## config.mk

```make
export PLATFORM = sky130hd
export DESIGN_NAME = button_step_controller
export DESIGN_NICKNAME = d
export VERILOG_FILES = /design/src/rtl/button_step_controller.sv
export SDC_FILE = /design/constraint.sdc
export NUM_CORES = 1
export LEC_CHECK = 0
export CAP_MARGIN = 20
export CORE_AREA = 2 2 50 52
export CTS_BUF_LIST = sky130_fd_sc_hd__clkbuf_4
export DETAILED_ROUTE_END_ITERATION = 7
export DIE_AREA = 0 0 52 54
export DONT_BUFFER_PORTS = 1
export PLACE_DENSITY = 0.68
export SKIP_CTS_REPAIR_TIMING = 1
export SYNTH_ARGS = -nofsm -noshare
export SYNTH_HDL_FRONTEND = slang
export SYNTH_SLANG_ARGS = --single-unit
```

## constraint.sdc

```tcl
create_clock -name clk -period 2.5 [get_ports clk]
set_input_delay 0.5 -clock clk [delete_from_list [all_inputs] [get_ports clk]]
set_output_delay 0.5 -clock clk [all_outputs]
set_load 0.1 [all_outputs]
```

## src/rtl/button_step_controller.sv

```systemverilog
// Push-button step sequencer: synchronises and debounces a raw button pin, turns each
// qualified press (plus auto-repeat while held) into a step pulse driving a wrap-around count.
module button_step_controller #(
  parameter int WIDTH           = 4,
  parameter int MAX_COUNT       = 15,
  parameter int DEBOUNCE_CYCLES = 16,
  parameter int REPEAT_DELAY    = 64,
  parameter int REPEAT_PERIOD   = 16
) (
  input  logic             clk,
  input  logic             reset,
  input  logic             button_in,
  input  logic             enable,
  input  logic             dir,
  input  logic             clear,
  output logic [WIDTH-1:0] count,
  output logic             step,
  output logic             wrap,
  output logic             btn_stable
);

  localparam int DB_W      = (DEBOUNCE_CYCLES > 1) ? $clog2(DEBOUNCE_CYCLES) : 1;
  localparam int TIMER_MAX = (REPEAT_DELAY > REPEAT_PERIOD) ? REPEAT_DELAY : REPEAT_PERIOD;
  localparam int TIMER_W   = (TIMER_MAX > 1) ? $clog2(TIMER_MAX) : 1;

  localparam logic [DB_W-1:0]    DB_LAST     = DB_W'(DEBOUNCE_CYCLES - 1);
  localparam logic [TIMER_W-1:0] DELAY_LAST  = (REPEAT_DELAY > 0) ? TIMER_W'(REPEAT_DELAY - 1) : '0;
  localparam logic [TIMER_W-1:0] PERIOD_LAST = TIMER_W'(REPEAT_PERIOD - 1);
  localparam logic [WIDTH-1:0]   MAX_VAL     = WIDTH'(MAX_COUNT);

  typedef enum logic [1:0] {
    IDLE,
    DELAY,
    REPEAT,
    HELD
  } state_t;

  state_t             state;
  logic               btn_meta;
  logic               btn_sync;
  logic [DB_W-1:0]    db_cnt;
  logic [TIMER_W-1:0] timer;
  logic               issue_step;
  logic [WIDTH-1:0]   next_count;
  logic               next_wrap;

  // Two-flop synchroniser for the asynchronous pin
  always_ff @(posedge clk) begin
    if (reset) begin
      btn_meta <= 1'b0;
      btn_sync <= 1'b0;
    end else begin
      btn_meta <= button_in;
      btn_sync <= btn_meta;
    end
  end

  // A new level is accepted only after it has disagreed with btn_stable for
  // DEBOUNCE_CYCLES consecutive cycles; any agreeing cycle restarts the run.
  always_ff @(posedge clk) begin
    if (reset) begin
      db_cnt     <= '0;
      btn_stable <= 1'b0;
    end else if (btn_sync != btn_stable) begin
      if (db_cnt == DB_LAST) begin
        btn_stable <= btn_sync;
        db_cnt     <= '0;
      end else begin
        db_cnt <= db_cnt + 1'b1;
      end
    end else begin
      db_cnt <= '0;
    end
  end

  // Step decision; a release always wins over a repeat step due in the same cycle
  always_comb begin
    issue_step = 1'b0;
    case (state)
      IDLE:    issue_step = btn_stable;
      DELAY:   issue_step = btn_stable && (timer == DELAY_LAST);
      REPEAT:  issue_step = btn_stable && (timer == PERIOD_LAST);
      default: issue_step = 1'b0;
    endcase
  end

  always_comb begin
    next_count = count;
    next_wrap  = 1'b0;
    if (clear) begin
      next_count = '0;
    end else if (issue_step && enable) begin
      if (!dir) begin
        if (count == MAX_VAL) begin
          next_count = '0;
          next_wrap  = 1'b1;
        end else begin
          next_count = count + 1'b1;
        end
      end else begin
        if (count == '0) begin
          next_count = MAX_VAL;
          next_wrap  = 1'b1;
        end else begin
          next_count = count - 1'b1;
        end
      end
    end
  end

  // Press sequencer with registered step/wrap/count so they appear together
  always_ff @(posedge clk) begin
    if (reset) begin
      state <= IDLE;
      timer <= '0;
      step  <= 1'b0;
      wrap  <= 1'b0;
      count <= '0;
    end else begin
      step  <= issue_step;
      wrap  <= next_wrap;
      count <= next_count;
      case (state)
        IDLE: begin
          timer <= '0;
          if (btn_stable) begin
            state <= (REPEAT_DELAY == 0) ? HELD : DELAY;
          end
        end
        DELAY: begin
          if (!btn_stable) begin
            state <= IDLE;
            timer <= '0;
          end else if (timer == DELAY_LAST) begin
            state <= REPEAT;
            timer <= '0;
          end else begin
            timer <= timer + 1'b1;
          end
        end
        REPEAT: begin
          if (!btn_stable) begin
            state <= IDLE;
            timer <= '0;
          end else if (timer == PERIOD_LAST) begin
            timer <= '0;
          end else begin
            timer <= timer + 1'b1;
          end
        end
        HELD: begin
          timer <= '0;
          if (!btn_stable) begin
            state <= IDLE;
          end
        end
        default: begin
          state <= IDLE;
          timer <= '0;
        end
      endcase
    end
  end

endmodule

```

# Word level (Yosys, flattened, before mapping)
# Cells that the tools add are included.
[classes] n_bitwise=2 n_eq_ne=11 n_reduce_logical=12 n_mux=17 add_sub_neg=4
[ops] operator="two-way mux 6 bit" n=4
[ops] operator="one-hot mux 6 bit (3 select lines)" n=1
[ops] operator="two-way mux 4 bit" n=3
[ops] operator="adder 4 x 1 -> 4 bit (second input constant)" n=2
[ops] operator="== test 4 bit (second input constant)" n=2
[ops] operator="two-way mux 2 bit" n=4
[ops] operator="adder 6 x 1 -> 6 bit (second input constant)" n=1
[ops] operator="== test 6 x 4 -> 1 bit (second input constant)" n=1
[ops] operator="== test 6 bit (second input constant)" n=1
[ops] operator="one-hot mux 2 bit (3 select lines)" n=1
[ops] operator="OR reduction 2 bit" n=3
[ops] operator="OR reduction 3 bit" n=2
[ops] operator="== test 2 bit (second input constant)" n=2
[ops] operator="zero test 4 bit" n=1
[ops] operator="inequality test 2 bit (second input constant)" n=2
[ops] operator="subtractor 4 x 1 -> 4 bit (second input constant)" n=1
[ops] operator="logical AND 1 bit" n=3
[ops] operator="two-way mux 1 bit" n=3
[ops] operator="inequality test 3 bit (second input constant)" n=1
[ops] operator="one-hot mux 1 bit (3 select lines)" n=1
[ops] operator="AND reduction 3 bit" n=1
[ops] operator="== test 2 x 1 -> 1 bit (second input constant)" n=1
[ops] operator="zero test 2 bit" n=1
[ops] operator="inverter 1 bit" n=2
[ops] operator="other kinds (2)" n=2
[word_totals] input_bits=6 regBits=21 wordCells=55 output_inout_bits=7

# Longest topological paths before layout
# Gate-level depths: netlist of run 1.
[depth] depth_word=6 depth_mapped=6 ltp_nobuf=6

# Least setup slack after synthesis of run 1
# No wires, ideal clock.
[synth_path] path_kind="register -> register" from="register count[0]" to="register count[2]" t_arrival_ns=2.009 stages_incl_launch_ff=6 t_required_ns=2.370 path_slack_ns=0.361 period_less_slack_ns=2.139 setup_time_ns=0.130 path_buffers=0 path_cell_list="dfxtp_1 > inv_1 > ha_1 > a211o_1 > a22oi_1 > a211oi_1"
[synth_via] elab_chain_cells=3 word_cells_on_any_way=7 classes_between="add/sub: 2; eq/ne: 1; mux: 3; reduce/logical: 1"
[synth_rtl] element="start, declared" line="16" text="output logic [WIDTH-1:0] count,"
[synth_rtl] element="start signal, assigned" line="122" text="count <= next_count;"
[synth_rtl] element="adder 4 x 1 -> 4 bit (tied with other cells)" line="98" text="next_count = count + 1'b1;"
[synth_rtl] element="two-way mux 4 bit (on tied branches)" line="94, 101"
[synth_rtl] element="two-way mux 4 bit *" line="93" text="if (!dir) begin"
# Every way passes the cells marked *; elsewhere a longest branch is shown, timed or not.
# A chain may end at the register's enable or synchronous reset.

# Final worst setup path of run 1
[layout_path] from="register state[0]" to="register count[3]"
[layout_via] elab_chain_cells=3 word_cells_on_any_way=5 classes_between="eq/ne: 2; mux: 1; reduce/logical: 2"
[layout_rtl] element="start, declared" line="38" text="state_t state;"
[layout_rtl] element="start signal, assigned" line="127" text="state <= (REPEAT_DELAY == 0) ? HELD : DELAY;"
[layout_rtl] element="== test 2 bit (tied with other cells)" line="79" text="case (state)"
[layout_rtl] element="one-hot mux 1 bit (3 select lines) *" line="79"
[layout_rtl] element="logical AND 1 bit *" line="92" text="end else if (issue_step && enable) begin"
# Marks and branches as above.

==> flow_summary.toml, run 1 <==
[global_route]
grt.busiest_layer = "met2"
gr-total-overflow = 0
gr-usage-all-layers = 0.168
grt_pass1_vias = 915
antenna_found_initial = 0
grtUsageMet1 = 0.170
grt_first_pass_wirelength_mm = 3.51
grt_max_degree = 13
grt.met3_usage = 0.0611
use_met2 = 0.316

[route]
avgViaCountPerCell = 5.35
totalWireLength_mm = 2.10
first_pass_iters = 4
wire_per_inst_um = 12.2
drc = 0
drt-initial-drc-count = 12
postRouteAntennaNets = 0
vias = 926

[floorplanning]
start_util = 0.516
core_um2 = 2320
die-area_um2 = 2810
fp.dieW_um = 52
die_y_um = 54
io-pin-count = 13
fp-row-count = 18

[timing]
min_period_ns = 1.86
rsz0062_at_grt = "no"
drv_slew = 0
clock_skew_ns = 0.00122
max_slew.worst_pin.slew_ns = 0.482
slew-limit-headroom = 0.676
fmax_mhz = 539
setup_tns_ns = 0
hold_viol = 0
min_period_over_period = 0.742
setup_viol = 0

[placement]
dpl.hpwl_mm = 1.64
port_buffers = 0
place.gp.congestion = 0.858

[setup_path]
crit_family = "compound AO/OA/AOI/OAI gates"
crit_start = "state[0]"
cpMaxStageDelayCell = "or3b_4"
worstPathRequired_ns = 2.71
critical_path.max_stage_delay_ns = 0.41
crit_fanout = 5
worst_setup_path_start_kind = "register"
path_class = "register to register"
critPathBufInv = 1
critPathCaptureType = "register"
crit_chain = "inv_1 > ha_1 > or3b_4 > a211oi_4 > nor2_2 > o32ai_1"
cp.arrival_ns = 2.07
reg2reg_from = "state[0]"

[pwr]
vdd_ir_drop_max_v = 0.000328
power_density_nw_per_um2 = 428
power_leakage_nw = 0.491
power.total_mw = 0.552

[worst_hold_path]
hp-start = "reset"
hold_path.class = "input port to register"

[synthesis]
synth_nets = 153
synth-seq-area-share = 0.351
syn_area_per_cell_um2 = 8.80
syn_area_um2 = 1200
netlist_instances = 136
ys_seq_elements = 21
ys_types = 38
synth-warning-count = 0

[run]
maxCapViolCount = 0

[cts]
cts_tree = "built"
cts.htree.levels = 1
clk_latency_ns = 0.30
cts_max_path_buffers = 2
numCtsBuffers = 3
cts.sinks = 21
clkSlewWorstSetupHoldPaths_ns = 0.11
cts_root_buf = "clkbuf_4"

[finish]
diodes = 0
fin_util = 0.556
area_growth_pct = 7.73
drive_gt1_frac = 0.126
nets = 161

[run_status]
status = "complete, no violations"
[final timing paths]
path,end,cells after the start,slack [ns]
hold reg to reg,btn_sync,1,0.45
hold / removal,state[1],1,0.24
setup reg to reg,count[3],6,0.64
setup / recovery,count[3],6,0.64
[area by class of cell]
cell class,instances,area (um^2)
flip-flops and latches,21,420
clock inverters,1,5.00
inverters,9,33.8
clock buffers,3,22.5
fillers,214,1030
multi-input cells,102,718
well taps,30,37.5
repair buffers,7,52.6
[sequential cells by signal (all words and copies together) (netlist names)]
signal      cells
timer           6
count           4
db_cnt          4
state           2
btn_meta        1
btn_stable      1
btn_sync        1
step            1
wrap            1
[cells by family (layout without fill, tap and decap cells)]
family	count (synthesis)	after routing	synth area share
muxes	3	3	0.0251
xor gates and xnor gates	8	8	0.0585
and+or+nand+nor	53	53	0.240
AOI/OAI and AO/OA	27	27	0.161
buffers and inverters	13	20	0.0491
DFF	21	21	0.351
adders and majority gates	11	11	0.115
[Yosys cell counts (all sizes together)]
cell type  instances  area (um^2)
dfxtp             21          420
nor2              19         73.8
ha                11          138
inv                9         33.8
a21oi              7         35.0
nand3              7         35.0
nor3               7         35.0
a211oi             6         57.6
nor2b              5         31.3
xnor2              5         43.8
buf                4         25.0
o21ai              4         20.0
mux2i              3         30.0
nand3b             3         22.5
xor2               3         26.3
a31oi              2         12.5
and3               2         12.5
nand2              2         7.51
nand2b             2         12.5
or2                2         12.5
a211o              1         8.76
a21o               1         7.51
a221oi             1         8.76
a22oi              1         7.51
and2               1         6.26
nand4              1         21.3
o21a               1         7.51
o31a               1         8.76
o32a               1         10.0
o32ai              1         8.76
or3                1         6.26
or3b               1         11.3
[routing by layer]
metal / vias to the layer above / wire (um)
met3: 4 / 87
li1: 489 / -
met5: - / 0
met1: 418 / 955
met4: 0 / 32
met2: 15 / 1030
[cell usage in the layout (no fill, tap or decap), types with 2 or more instances in the layout]
cell,netlist,layout
clkbuf_4,0,3
nor2_1,18,18
nor3_1,7,7
nor2b_1,5,5
o21ai_1,3,3
mux2i_1,3,3
a21oi_1,7,7
a211oi_1,5,5
inv_2,2,2
dfxtp_1,21,21
nand3_1,7,7
nand2b_1,2,2
ha_1,11,11
nand3b_1,3,3
inv_1,7,7
and3_1,2,2
nand2_1,2,2
xnor2_1,5,5
xor2_1,3,3
a31oi_1,2,2
buf_4,2,7
[metrics by stage]
step / worst slack, ns / std cells / cell area (um^2) / hold slack (ns)
2_1_floorplan: 0.361 / 136 / 1200 / 0.414
3_3_place_gp: 0.726 / 169 / 1260 / 0.420
3_5_place_dp: 0.657 / 169 / 1260 / 0.428
4_1_cts: 0.631 / 173 / 1290 / 0.236
5_1_grt: 0.527 / 173 / 1290 / 0.221
6_report: 0.644 / 173 / 1290 / 0.245
[power by group]
group	total [mW]	switching, mW	internal [mW]
Clock	0.160	0.100	0.0597
Sequential	0.344	0.00479	0.339
Combinational	0.0477	0.0270	0.0207
Total	0.552	0.132	0.420
Note: power is estimated with default switching activity, not from simulation.
==> run 2: changes to the inputs <==
Settings changed: ABC_AREA set to 1, CORE_AREA 2 2 50 52 to 2 2 48 50, DIE_AREA 0 0 52 54 to 0 0 50 52, PLACE_DENSITY 0.68 to 0.69.
Clock period 2.5 ns to 1.9 ns, I/O delays scaled along.
==> run 2 against run 1 <==
Effect of this change:
- synthesized cell count increased by 10%
- power rose by 63%
- clock skew rose by 0.0059 ns
- fmax up 25%
- critical endpoint is now count[2]
- wire length is 6.6% lower
- hold slack got worse by 0.11 ns
- non-clock buffer count unchanged
- critical path type unchanged
- flip-flop and latch count unchanged
- sequential share of layout area up 2.0 points
- register-to-register slack worse by 0.23 ns
==> flow_summary.toml, run 2 <==
[run_status]
status = "complete, no violations"

[synthesis]
synth_nets = 167
synthArstFlopShare = 0
synthTopCellsByCount = "nor2_1 (29), nand2_1 (28), inv_1 (22)"
synth.most_common_cell = "nor2_1"
synthFlopType = "dfxtp_1"
synth_top_area_frac = 0.379
syn_area_per_cell_um2 = 7.40
synth-warning-count = 0
ys_seq_elements = 21
synthTopCellsByArea = "dfxtp_1 (38%), ha_1 (12%), nor2_1 (9.8%)"
synth_edf_count = 0
ys_types = 22
synth-seq-area-share = 0.379
netlist_instances = 150
syn_area_um2 = 1110
synth_area_leader_cell = "dfxtp_1"

[pwr]
vdd_ir_drop_max_v = 0.000488
power_leakage_nw = 0.562
power.total_mw = 0.902
power_density_nw_per_um2 = 737

[floorplanning]
core_um2 = 2110
start_util = 0.527
die-area_um2 = 2600
fp-row-count = 17
fp.dieW_um = 50
io-pin-count = 13
die_y_um = 52

[timing]
min_period_over_period = 0.782
setup_tns_ns = 0
setup_viol = 0
worst_slack_ns = 0.414
hold-worst-slack_ns = 0.137
drv_slew = 0
min_period_ns = 1.49
hold_viol = 0
slew-limit-headroom = 0.788
max_slew.worst_pin.slew_ns = 0.315
rsz0062_at_grt = "no"
fmax_mhz = 673
clock_skew_ns = 0.00707

[setup_path]
cp.arrival_ns = 1.69
crit_chain = "inv_1 > ha_1 > o21bai_1 > nand3_1 > nand2_2 > nand3_4 > nand2_1 > nand2_1 > nor2_1"
cpMaxStageDelayCell = "dfxtp_1"
critPathCaptureType = "register"
worst_setup_path_start_kind = "register"
path_class = "register to register"
r2r_cells = 9
crit_start = "state[0]"
critical_path.max_stage_delay_ns = 0.41
r2r_setup_slack_ns = 0.41
worstPathRequired_ns = 2.10
crit_fanout = 8
cpMostUsedCell = "nand2_1"
reg2reg_to = "count[2]"
reg2reg_from = "state[0]"

[worst_hold_path]
hp-start = "reset"
holdPathStages = 1
hold_path.class = "input port to register"
hold_end = "btn_meta"

[cts]
cts.htree.levels = 1
cts_root_buf = "clkbuf_4"
numCtsBuffers = 3
clkSlewWorstSetupHoldPaths_ns = 0.12
clk_latency_ns = 0.30
cts.sinks = 21
cts_tree = "built"
cts_max_path_buffers = 2

[route]
postRouteAntennaNets = 0
drc = 0
wire_per_inst_um = 10.5
first_pass_iters = 4
avgViaCountPerCell = 5.06
drt-initial-drc-count = 29
vias = 951
totalWireLength_mm = 1.97

[global_route]
gr-usage-all-layers = 0.181
antenna_found_initial = 0
grt_max_degree = 13
gr-total-overflow = 0
grt_first_pass_wirelength_mm = 3.62
grt_pass1_vias = 896

[finish]
nets = 178
fillCellCount = 203
drive_gt1_frac = 0.106
diodes = 0
largest_registers = "timer: 6 flops, count: 4 flops, db_cnt: 4 flops"
layout_common_cells = "nor2_1 (29), nand2_1 (28), inv_1 (22)"
seq_area_um2 = 423
largest_reg_flops = 6
regMostFlops = "timer"
multiInputGateArea_um2 = 603
area_growth_pct = 10.3
final_common_cell = "nor2_1"

[placement]
post-place-ws_ns = 0.441
place.gp.congestion = 0.786
dpl.hpwl_mm = 1.56
port_buffers = 0

[run]
maxCapViolCount = 0
## run 2: cell count changes in the layout (fill, tap and decap cells not counted), sizes merged, moves of 3 or more
| cell | before | now |
|---|---|---|
| nand2 | 2 | 29 |
| inv | 9 | 22 |
| nor3 | 7 | 1 |
| nand3 | 7 | 11 |
| mux2i | 3 | 0 |
| a21oi | 7 | 4 |
| a211oi | 6 | 2 |
| nand3b | 3 | 0 |
| nor2 | 19 | 29 |
| nor2b | 5 | 0 |
## run 2: final cells by class
class | count | share of cell area
repair buffers | 7 | 0.0429
inverters | 22 | 0.0675
clock buffers | 3 | 0.0184
flip-flops and latches | 21 | 0.346
multi-input cells | 106 | 0.493
well taps | 28 | 0.0286
clock inverters | 1 | 0.00409
## run 2: worst max path at each step
stage | cells past startpoint | slack, ns | end
2_1_floorplan | 5 | 0.08 | count[0]
3_3_place_gp | 9 | 0.50 | count[3]
3_5_place_dp | 9 | 0.44 | count[2]
4_1_cts | 9 | 0.41 | count[2]
5_1_grt | 8 | 0.22 | state[0]
6_report | 9 | 0.41 | count[2]
## run 2: routing by layer
layer,global-route usage,up-vias,part of all wire
met5,0,-,0
met4,0.0694,0,0.024
met3,0.0287,8,0.035
met2,0.325,23,0.48
met1,0.215,432,0.46
li1,-,488,-
## run 2: where the power goes
part / internal (mW) / total [mW] / switching [mW]
logic: 0.0769 / 0.211 / 0.134
registers: 0.461 / 0.483 / 0.0217
clock network: 0.0784 / 0.208 / 0.130
## run 2: logic make-up (layout without fill, tap and decap cells)
| logic type | Yosys count | count (layout) | share of synthesized area |
|---|---|---|---|
| adders and majority gates | 11 | 11 | 0.124 |
| AOI/OAI and AO/OA | 13 | 13 | 0.0665 |
| DFF | 21 | 21 | 0.379 |
| xor gates and xnor gates | 7 | 7 | 0.0552 |
| and+or+nand+nor | 75 | 75 | 0.298 |
| buffers and inverters | 23 | 33 | 0.0778 |
## run 2: stage by stage
stage,std cells,area (um^2),util
2_1_floorplan,150,1110,-
3_3_place_gp,184,1200,0.568
3_5_place_dp,184,1200,0.568
4_1_cts,188,1220,0.581
5_1_grt,188,1220,0.581
6_report,188,1220,0.581
## run 2: worst max-delay path, delay by kind of cell (launching register included)
kind	cells	cell delay, ns
DFF	1	0.41
AOI/OAI and AO/OA	1	0.17
and+or+nand+nor	6	0.45
buffers and inverters	1	0.12
adders and majority gates	1	0.25
==> run 3: changes to the inputs <==
Settings changed: PLACE_DENSITY 0.69 to 0.72.
Clock period 1.9 ns to 1.25 ns, I/O delays scaled along.
==> run 3 against run 2 <==
Effect of this change:
- the run now ends with setup timing left
- fmax increased by 6.7%
- critical path depth unchanged
- combinational power increased to 3.0 times the previous value
- global-route usage decreased by 1.7 points
- wire length increased by 9.9%
- first-iteration DRC count decreased by 34%
- die area unchanged
- clock power increased by 58%
- worst setup slack got worse by 0.56 ns
- largest cell class unchanged
- via count increased by 4.1%
- flip-flop and latch count unchanged
- clock skew decreased by 0.00073 ns
==> flow_summary.toml, run 3 (synthesized netlist as in run 2, its figures left out) <==
[run_status]
status = "finished with violations"
violations = "setup timing"

[global_route]
grt_pass1_vias = 846
antenna_found_initial = 0
grt_first_pass_wirelength_mm = 3.29
gr-usage-all-layers = 0.164
gr-total-overflow = 0
grt_max_degree = 12

[finish]
multiInputGateArea_um2 = 721
regMostFlops = "timer"
area_growth_pct = 34.5
final_cell_area_um2 = 1490
fillCellCount = 161
drive_gt1_frac = 0.379
seq_area_um2 = 444
layout_common_cells = "nand2_1 (25), nor2_1 (24), buf_4 (16)"
nets = 192
largest_registers = "timer: 6 flops, count: 4 flops, db_cnt: 4 flops"
diodes = 0
final_common_cell = "nand2_1"
largest_reg_flops = 6
fin_util = 0.709

[pwr]
power_density_nw_per_um2 = 1130
power_leakage_nw = 0.626
vdd_ir_drop_max_v = 0.00115
power.total_mw = 1.68

[cts]
cts_max_path_buffers = 2
numCtsBuffers = 3
cts_tree = "built"
cts.sinks = 21
clk_latency_ns = 0.29
cts_root_buf = "clkbuf_4"
clkSlewWorstSetupHoldPaths_ns = 0.11
cts.htree.levels = 1

[setup_path]
crit_fanout = 8
path_class = "register to register"
reg2reg_to = "count[2]"
r2r_setup_slack_ns = -0.14
worstPathRequired_ns = 1.47
worst_setup_path_start_kind = "register"
critPathCaptureType = "register"
cp.arrival_ns = 1.61
reg2reg_from = "timer[1]"
r2r_cells = 9

[route]
avgViaCountPerCell = 4.90
vias = 990
drt-initial-drc-count = 19
drc = 0
totalWireLength_mm = 2.16
wire_per_inst_um = 10.7
postRouteAntennaNets = 0
first_pass_iters = 4

[timing]
min_period_over_period = 1.11
worst_slack_ns = -0.143
rsz0062_at_grt = "yes"
fmax_mhz = 718
slew-limit-headroom = 0.793
min_period_ns = 1.39
drv_slew = 0
setup_viol = 10
clock_skew_ns = 0.00634
hold_viol = 0
max_slew.worst_pin.slew_ns = 0.307
setup_tns_ns = -0.939

[floorplanning]
io-pin-count = 13
die-area_um2 = 2600
fp.dieW_um = 50
die_y_um = 52
start_util = 0.527
fp-row-count = 17
core_um2 = 2110

[worst_hold_path]
holdPathStages = 1
hold_end = "step"
hp-start = "reset"
hold_path.class = "input port to register"

[placement]
place.gp.congestion = 0.853
post-place-ws_ns = -0.101
port_buffers = 0
place_area_um2 = 1330
dpl.hpwl_mm = 1.61

[run]
maxCapViolCount = 0
## run 3: changes by cell type in the layout (fill, tap and decap cells not counted), sizes merged
cell         change
clkinv           -1
buf             +13
dlygate4sd3      +1
clkbuf           +1
## run 3: where the power goes
part           total [mW]  leakage (nW)  internal [mW]  switching, mW
Sequential          0.723         0.176          0.697         0.0261
Combinational       0.632         0.432          0.306          0.326
Clock               0.329        0.0184          0.146          0.183
## run 3: routing by layer
metal  global-route usage  share of wire  vias to the layer above  routed length, um
met3               0.0460          0.054                        2                117
met4               0.0417         0.0046                        0                 10
met1                0.188           0.43                      440                930
met2                0.298           0.51                       29               1100
li1                     -              -                      519                  -
met5                    0              0                        -                  0
## run 3: how the worst max path moves through the flow
| stage | startpoint | end | slack, ns | depth (start not counted) |
|---|---|---|---|---|
| 2_1_floorplan | count[1] | count[2] | -0.04 | 6 |
| 3_3_place_gp | timer[1] | count[3] | -0.04 | 10 |
| 3_5_place_dp | timer[1] | count[3] | -0.10 | 8 |
| 4_1_cts | timer[1] | count[2] | -0.13 | 9 |
| 5_1_grt | timer[1] | count[2] | -0.25 | 11 |
| 6_report | timer[1] | count[2] | -0.14 | 9 |
## run 3: worst max-delay path, cell delays in order (launching register included)
cell,delay [ns]
dfxtp_2,0.37
ha_4,0.15
nand3_4,0.08
o21bai_1,0.15
nand3_1,0.10
nand2_2,0.11
nand3_4,0.11
nand2_1,0.09
nand2_1,0.05
nor2_1,0.11
## run 3: per-stage QoR
stage / hold slack, ns / instances
after floorplan: 0.321 / 150
after global placement: 0.324 / 192
after detailed placement: 0.325 / 192
after CTS: 0.00750 / 196
after global routing: 0.00147 / 202
final: 0.0162 / 202
## run 3: final cells by class
class	instances	share of cell area
Clock buffer	4	0.0201
Tap cell	28	0.0235
Timing Repair Buffer	21	0.117
Sequential cell	21	0.298
Multi-Input combinational cell	106	0.483
Inverter	22	0.0587
